**config.mk**
```make
export PLATFORM = sky130hd
export DESIGN_NAME = ws2812_rainbow_source
export DESIGN_NICKNAME = d
export VERILOG_FILES = /design/src/rtl/ws2812_rainbow_source.sv
export SDC_FILE = /design/constraint.sdc
export NUM_CORES = 1
export LEC_CHECK = 0
export ABC_AREA = 1
export CORE_MARGIN = 4
export CORE_UTILIZATION = 69
export DETAILED_ROUTE_END_ITERATION = 8
export PLACE_DENSITY = 0.89
export SLEW_MARGIN = 20
export SYNTH_ARGS = -nofsm -noshare
export SYNTH_HDL_FRONTEND = slang
export SYNTH_SLANG_ARGS = --single-unit
export TNS_END_PERCENT = 100
```
**constraint.sdc**
```tcl
create_clock -name clk_i -period 13.6 [get_ports clk_i]
set_clock_uncertainty 0.2 [all_clocks]
set_input_delay 2.72 -clock clk_i [delete_from_list [all_inputs] [get_ports clk_i]]
set_output_delay 2.72 -clock clk_i [all_outputs]
set_load 0.05 [all_outputs]
```
**src/rtl/ws2812_rainbow_source.sv**
```systemverilog
// Colour-wheel pixel source for the WS2812 serializer. It paces frames on a free-running
// timer and streams LED_COUNT brightness-scaled GRB words over a valid/ready handshake.
module ws2812_rainbow_source #(
    parameter int LED_COUNT    = 8,
    parameter int FRAME_PERIOD = 2700000,
    parameter int HUE_STEP     = 4,
    parameter int HUE_SPEED    = 1
) (
    input  logic        clk_i,
    input  logic        rst_i,
    input  logic        enable_i,
    input  logic [7:0]  brightness_i,
    output logic [23:0] pix_data_o,
    output logic        pix_valid_o,
    input  logic        pix_ready_i,
    output logic        pix_last_o,
    output logic        busy_o,
    output logic        frame_overrun_o
);
    localparam int TW = (FRAME_PERIOD > 1) ? $clog2(FRAME_PERIOD) : 1;

    typedef enum logic [1:0] {IDLE, CALC, PRESENT} state_t;

    state_t        state_q;
    logic [TW-1:0] timer_q;
    logic          tick_pending_q;
    logic [7:0]    bright_q;
    logic [8:0]    led_idx_q;
    logic [7:0]    pix_hue_q;
    logic [7:0]    hue_base_q;
    logic [23:0]   pix_data_q;
    logic          pix_valid_q;
    logic          pix_last_q;
    logic          busy_q;
    logic          frame_overrun_q;

    logic          wrap;
    logic [9:0]    hue10, k10, up10, dn10;
    logic [7:0]    r8, g8, b8;
    logic [8:0]    bmul;
    logic [23:0]   pix_data_d;
    logic          pix_last_d;

    function automatic logic [7:0] scale(input logic [7:0] c, input logic [8:0] m);
        logic [15:0] p;
        p = {8'b0, c} * {7'b0, m};
        return p[15:8];
    endfunction

    assign wrap = (timer_q == TW'(FRAME_PERIOD - 1));
    assign bmul = {1'b0, bright_q} + 9'd1;

    // Three 85-step segments of the wheel; 3*k never exceeds 255 so nothing saturates.
    always_comb begin
        hue10 = {2'b00, pix_hue_q};
        k10   = 10'd0;
        r8    = 8'd0;
        g8    = 8'd0;
        b8    = 8'd0;
        if (hue10 < 10'd85)       k10 = hue10;
        else if (hue10 < 10'd170) k10 = hue10 - 10'd85;
        else                      k10 = hue10 - 10'd170;
        up10 = 10'd3 * k10;
        dn10 = 10'd255 - up10;
        if (hue10 < 10'd85) begin
            r8 = dn10[7:0];
            g8 = up10[7:0];
        end else if (hue10 < 10'd170) begin
            g8 = dn10[7:0];
            b8 = up10[7:0];
        end else begin
            r8 = up10[7:0];
            b8 = dn10[7:0];
        end
        pix_data_d = {scale(g8, bmul), scale(r8, bmul), scale(b8, bmul)};
        pix_last_d = (led_idx_q == 9'(LED_COUNT - 1));
    end

    always_ff @(posedge clk_i or posedge rst_i) begin
        if (rst_i) begin
            state_q         <= IDLE;
            timer_q         <= '0;
            tick_pending_q  <= 1'b1;
            bright_q        <= 8'd0;
            led_idx_q       <= 9'd0;
            pix_hue_q       <= 8'd0;
            hue_base_q      <= 8'd0;
            pix_data_q      <= 24'd0;
            pix_valid_q     <= 1'b0;
            pix_last_q      <= 1'b0;
            busy_q          <= 1'b0;
            frame_overrun_q <= 1'b0;
        end else begin
            frame_overrun_q <= 1'b0;
            timer_q         <= wrap ? '0 : timer_q + TW'(1);
            case (state_q)
                IDLE: begin
                    if (tick_pending_q && enable_i) begin
                        tick_pending_q <= 1'b0;
                        bright_q       <= brightness_i;
                        led_idx_q      <= 9'd0;
                        pix_hue_q      <= hue_base_q;
                        busy_q         <= 1'b1;
                        state_q        <= CALC;
                    end
                end
                CALC: begin
                    pix_data_q  <= pix_data_d;
                    pix_last_q  <= pix_last_d;
                    pix_valid_q <= 1'b1;
                    state_q     <= PRESENT;
                end
                PRESENT: begin
                    if (pix_ready_i) begin
                        pix_valid_q <= 1'b0;
                        if (pix_last_q) begin
                            hue_base_q <= hue_base_q + 8'(HUE_SPEED);
                            busy_q     <= 1'b0;
                            state_q    <= IDLE;
                        end else begin
                            led_idx_q <= led_idx_q + 9'd1;
                            pix_hue_q <= pix_hue_q + 8'(HUE_STEP);
                            state_q   <= CALC;
                        end
                    end
                end
                default: state_q <= IDLE;
            endcase
            // A wrap overrides the start-of-frame clear so a tick is never lost.
            if (wrap) begin
                tick_pending_q <= 1'b1;
                if (state_q != IDLE) frame_overrun_q <= 1'b1;
            end
        end
    end

    assign pix_data_o      = pix_data_q;
    assign pix_valid_o     = pix_valid_q;
    assign pix_last_o      = pix_last_q;
    assign busy_o          = busy_q;
    assign frame_overrun_o = frame_overrun_q;
endmodule
```
==> results of run 1 <==
-- synth_stat cells (3+ instances only) --
master,n,share of area [%]
nor2_1,206,6.6
clkinv_1,4,0.13
xnor2_1,16,1.2
nand3_1,61,2.6
nand3_2,4,0.34
a21o_1,5,0.32
inv_1,329,11
buf_2,3,0.13
ha_1,113,12
clkbuf_1,20,0.64
o211ai_1,5,0.32
nor4_1,7,0.38
nand2_2,9,0.48
inv_2,6,0.19
nand4_1,25,1.3
nand3_4,3,0.45
nand3b_1,6,0.39
nand2_1,317,10
dfrtp_1,85,18
a221oi_1,3,0.23
o21ai_0,48,2.1
a211oi_1,4,0.26
fa_1,121,21
nor2_2,7,0.38
xor2_1,32,2.4
o21ai_1,7,0.30
a31oi_1,9,0.48
o21bai_1,3,0.19
nor3_1,16,0.69
a21oi_1,42,1.8
-- logic make-up after synthesis --
group                    count (synthesis)
buffers and inverters                  369
adder cells (fa/ha/maj)                234
XOR/XNOR                                49
AO/OA/AOI/OAI                          142
AND/OR/NAND/NOR                        682
flip-flops                              86
-- area by class of cell --
cell class / instances / share of cell area [%]
multi-input cells: 1107 / 64.32
diodes: 1 / 0.01989
flip-flops and latches: 86 / 17.12
repair buffers: 44 / 3.431
clock buffers: 9 / 1.790
clock inverters: 7 / 0.9051
well taps: 220 / 2.188
inverters: 341 / 10.22
-- through the flow --
step / std cells / util (%) / cell area, sq um / worst slack (ns)
2_1_floorplan: 1562 / - / 11660 / 6.416
4_1_cts: 1814 / 75.82 / 12570 / 5.860
5_1_grt: 1814 / 75.84 / 12580 / 5.191
6_report: 1815 / 75.86 / 12580 / 5.781
3_5_place_dp: 1798 / 73.77 / 12230 / 5.851
3_3_place_gp: 1798 / 73.77 / 12230 / 6.145
-- cell usage in the layout, fill, tap and decap left out, types with 4 or more instances in the layout --
cell type / instances
clkdlybuf4s50_1: 39
xor2_1: 32
ha_1: 113
a21o_1: 5
o21ai_1: 7
inv_2: 6
a21oi_1: 42
o21ai_0: 48
nand2_1: 317
clkbuf_16: 9
nor3_1: 16
nor4_1: 7
clkinv_1: 4
fa_1: 121
nand4_1: 25
nand3_1: 61
a211oi_1: 4
o211ai_1: 5
nor2_2: 8
buf_4: 4
inv_1: 328
nand3_2: 4
a31oi_1: 9
nor2_1: 205
nand3b_1: 6
dfrtp_1: 85
xnor2_1: 16
nand2_2: 9
-- routing by layer --
metal	track usage, %	vias to the layer above
met5	0	-
met3	4.593	90
met4	12.43	0
li1	-	4863
met1	38.09	4942
met2	52.85	445
-- registers in the layout, summed over array words and instances (netlist names) --
register / count
pix_data_o: 24
timer_q: 22
led_idx_q: 9
bright_q: 8
hue_base_q: 8
pix_hue_q: 8
state_q: 2
busy_o: 1
frame_overrun_o: 1
pix_last_o: 1
pix_valid_o: 1
tick_pending_q: 1
-- final timing paths --
path,start,end,slack (ns),cells past startpoint
min reg2reg,timer_q[0],timer_q[0],0.27,1
min in group asynchronous,rst_i,pix_data_o[15],2.71,3
max in group asynchronous,rst_i,pix_data_o[20],9.96,3
min,timer_q[0],timer_q[0],0.27,1
max reg2reg,pix_hue_q[2],pix_data_o[20],5.78,36
max,pix_hue_q[2],pix_data_o[20],5.78,36
==> impl_metrics.toml, run 1 <==
[die]
die_w_um = 138.0
ios = 40
rows = 47
die_h_um = 138.0
start_util_pct = 70.33
dieArea_sq_um = 19050
coreArea_sq_um = 16580

[sta]
finalSetupViolations = 0
finalMaxSlewViolations = 0
worstMarginPinSlew_ns = 0.9511
fmaxAchievable_mhz = 127.9
slew_headroom_pct = 36.52
hold_slack_ns = 0.2708
fin_crit_ns = 7.819
rsz0062_at_grt = "false"
tns_ns = 0
hold_viol = 0
post-route-period-util_pct = 57.49

[yosys]
synth_flop_cell = "dfrtp_1"
syn-cell-area_sq_um = 11660
synth-compound-area-share_pct = 7.210
async_flop_share_pct = 100.0
ys_seq_area_share_pct = 18.46
yosysWarningCount = 0
yosysUniqueCellTypes = 60
ys_ff_latch = 86
synthAdderAreaFrac_pct = 32.89
synthMuxAreaShare_pct = 0
synth_enable_flop_cells = 0
synth_xor_area_share_pct = 3.744
synth.avg_cell_area_sq_um = 7.466
synth_top_family_by_area = "adder cells"
synthSimpleGateAreaFrac_pct = 25.51
synth.net_count = 1808
synthCells = 1562

[layout]
area_growth_syn_to_layout_pct = 7.864
fillerInstances = 1280
seqCellArea_sq_um = 2153
drive_above_1_share_pct = 4.831
finalNetCount = 1835
multi_input_area_sq_um = 8092

[drt]
dr.first_iter.drc_count = 865
drt_wl_total_mm = 28.19
top_layer_used = "met4"
post_drt_wl_per_cell_um = 15.53
drt_first_pass_iters = 6
drtAntennaViolNets = 0
dr_wl_met3_mm = 2.146
wl_met1_mm = 11.03
vias = 10340
remaining_drc_errors = 0
wl_met2_mm = 13.93
vias_per_cell = 5.697

[global_route]
grt_max_degree = 87
grt_usage_pct = 30.38
grt_pass1_vias = 10736
overflow = 0
grt_pass1_wl_mm = 48.79
antenna_found_initial = 0

[worst_setup_path]
critPathKind = "register to register"
crit_buf_inv = 7
cpMaxStageDelayCell = "fa_1"
critPathTopFamily = "adder cells"
crit_fanout = 18
crit_required_ns = 13.65
worstSetupEndpointType = "register"
max_stage_delay_ns = 0.54
critPathLaunchType = "register"
arrival_ns = 7.87

[run_status]
run_status = "completed"

[clock_tree]
cts_buffer_depth = 2
clk_pin_slew_ns = 0.07
root_buffer = "clkbuf_16"
numCtsBuffers = 9
ctsResizeCount = 0
cts_sinks = 86
cts-hold-fix-buffers = 0
worstSkewPairLatency_ns = 0.36
cts_setup_buffers = 0
cts_tree = "yes"
cts_max_level = 3

[placement]
port_buffers = 39
hpwl_mm = 21.41
finalWeightedCongestion = 0.9665

[run]
maxCapViolations = 0

[worst_hold_path]
hp-class = "register to register"
Power of run 1 is not shown: default switching activity piles up to over one toggle a cycle in this logic, so the estimate is an artifact.
==> run 2: changes to the inputs <==
--- a/config.mk
+++ b/config.mk
@@ -7,9 +7,9 @@
 export LEC_CHECK = 0
 export ABC_AREA = 1
 export CORE_MARGIN = 4
-export CORE_UTILIZATION = 69
+export CORE_UTILIZATION = 58
 export DETAILED_ROUTE_END_ITERATION = 8
-export PLACE_DENSITY = 0.89
+export PLACE_DENSITY = 0.8
 export SLEW_MARGIN = 20
 export SYNTH_ARGS = -nofsm -noshare
 export SYNTH_HDL_FRONTEND = slang
==> constraint.sdc (replaced) <==
create_clock -name clk_i -period 6.69 [get_ports clk_i]
set_clock_uncertainty 0.2 [all_clocks]
set_input_delay 1.338 -clock clk_i [delete_from_list [all_inputs] [get_ports clk_i]]
set_output_delay 1.338 -clock clk_i [all_outputs]
set_load 0.05 [all_outputs]
==> run 2 against run 1 <==
The run now ends with negative setup slack left; worst hold slack got worse by 0.0051 ns; final cell count increased by 10%; non-clock buffer count increased by 138; maximum frequency up 9.7%; design area grew 15%; global-route usage decreased by 1.2 points; register-to-register slack lost 6.2 ns; core utilization down 1.9 points; first-iteration DRC count grew 6.8%; flip-flop and latch count unchanged; sequential share of layout area decreased by 2.3 points; critical path type unchanged; critical endpoint is now pix_data_o[5]; largest cell class unchanged.
==> impl_metrics.toml, run 2 (same netlist as run 1, synthesis figures left out) <==
[run_status]
run_status = "finished with violations"
failed_checks = "negative setup slack"

[drt]
vias_per_cell = 5.587
remaining_drc_errors = 0
post_drt_wl_per_cell_um = 16.21
dr.first_iter.drc_count = 924
drt_wl_total_mm = 32.37
drt_first_pass_iters = 6
drtAntennaViolNets = 0
vias = 11157

[clock_tree]
cts_buffer_depth = 2
worstSkewPairLatency_ns = 0.34
numCtsBuffers = 9
clk_pin_slew_ns = 0.07
cts_max_level = 3
root_buffer = "clkbuf_16"
cts_sinks = 86
cts_tree = "yes"

[worst_setup_path]
timing.rr.start = "pix_hue_q[2]"
cpMaxStageDelayCell = "fa_1"
crit_required_ns = 6.72
r2r_cells = 37
critPathLaunchType = "register"
worstSetupEndpointType = "register"
r2r-end = "pix_data_o[5]"
arrival_ns = 7.16
crit_fanout = 5
r2r_slack_ns = -0.44
max_stage_delay_ns = 0.56
critPathKind = "register to register"

[global_route]
antenna_found_initial = 0
grt_pass1_wl_mm = 53.60
grt_pass1_vias = 11443
grt_usage_pct = 29.18
grt_max_degree = 53
overflow = 0

[sta]
fin_crit_ns = 7.129
post-route-period-util_pct = 106.6
slew_headroom_pct = 39.07
fmaxAchievable_mhz = 140.3
hold_viol = 0
finalMaxSlewViolations = 0
rsz0062_at_grt = "true"
finalSetupViolations = 24
setup_ws_ns = -0.4391
worstMarginPinSlew_ns = 0.9129

[layout]
mostFrequentLayoutCells = "inv_1, nand2_1, nor2_1, buf_4, fa_1"
area_growth_syn_to_layout_pct = 24.30
drive_above_1_share_pct = 21.48
layout_commonest_cell = "inv_1"
largest_register_ffs = 24
finalNetCount = 1973
diodes = 0

[worst_hold_path]
hp-class = "register to register"
min_path_cells = 1
whs_endpoint = "timer_q[0]"
hold_start = "timer_q[0]"

[die]
ios = 40
start_util_pct = 59.53
coreArea_sq_um = 19590
dieArea_sq_um = 22440
rows = 51
die_h_um = 149.8
die_w_um = 149.8

[placement]
finalWeightedCongestion = 0.9527
pre_cts_slack_ns = -0.2332
hpwl_mm = 23.42
port_buffers = 39

[run]
maxCapViolations = 0
-- run 2: cell types whose count changed in the layout (fill, tap and decap cells not counted), moves of 13 or more --
cell and change:
buf_4 +125, inv_1 -31, inv_2 +28, nand2_1 -25
ha_1 -22, nor2_1 -21, ha_4 +19, a21oi_1 -16
o21ai_0 -16, nand2_2 +15, nor2_2 +14, buf_6 +13
-- run 2: layer usage --
| layer | vias up | track usage [%] | share of wire, % | routed length (um) |
|---|---|---|---|---|
| met4 | 0 | 10.29 | 4.3 | 1391 |
| met2 | 515 | 50.64 | 49 | 15970 |
| li1 | 5147 | - | - | - |
| met3 | 159 | 5.058 | 8.0 | 2591 |
| met1 | 5336 | 36.79 | 38 | 12410 |
| met5 | - | 0 | 0 | 0 |
-- run 2: how the worst max path moves through the flow --
| stage | from | endpoint | slack [ns] | depth (start not counted) |
|---|---|---|---|---|
| floorplan | pix_hue_q[2] | pix_data_o[13] | -0.02 | 39 |
| global placement | pix_hue_q[2] | pix_data_o[13] | -0.04 | 37 |
| detailed placement | pix_hue_q[2] | pix_data_o[14] | -0.23 | 35 |
| CTS | pix_hue_q[2] | pix_data_o[13] | -0.08 | 40 |
| global route | pix_hue_q[2] | pix_data_o[5] | -0.75 | 37 |
| finish | pix_hue_q[2] | pix_data_o[5] | -0.44 | 37 |
-- run 2: area by class of cell --
class,instances,area (sq um)
sequential,86,2155
clock inverter,6,70.07
fill,1415,5094
clock buffer,10,239.0
multi-input combinational,1107,8891
inverter,341,1294
tap,265,331.6
timing repair buffer,182,1516
-- run 2: what timing repair did --
action                                 in CTS  in global routing
hold buffers                                0                  0
setup buffers                              37                 11
pin swaps                                  78                 82
setup endpoints to repair                  20                 24
endpoints found under the hold margin       0                  0
resized for setup                          74                 98
-- run 2: metrics by stage --
step	std cells	setup TNS (ns)	utilization (%)	area (sq um)	hold slack, ns
after floorplan	1562	-0.02137	-	11900	0.2329
after global placement	1935	-0.1221	67.44	13210	0.2539
after global routing	1997	-12.23	74.00	14500	0.2769
final	1997	-4.770	74.00	14500	0.2658
after CTS	1987	-0.1163	71.87	14080	0.2705
after detailed placement	1935	-1.783	67.44	13210	0.2589
-- run 2: critical path, delay by kind of cell (launching register included) --
kind,cells,cell delay [ns]
flops,1,0.44
xor+xnor,2,0.49
fa+ha+maj,7,2.55
simple gates,13,1.44
buf+inv,9,0.78
compound gates,6,1.10
Power of run 2 is left out for the same reason.
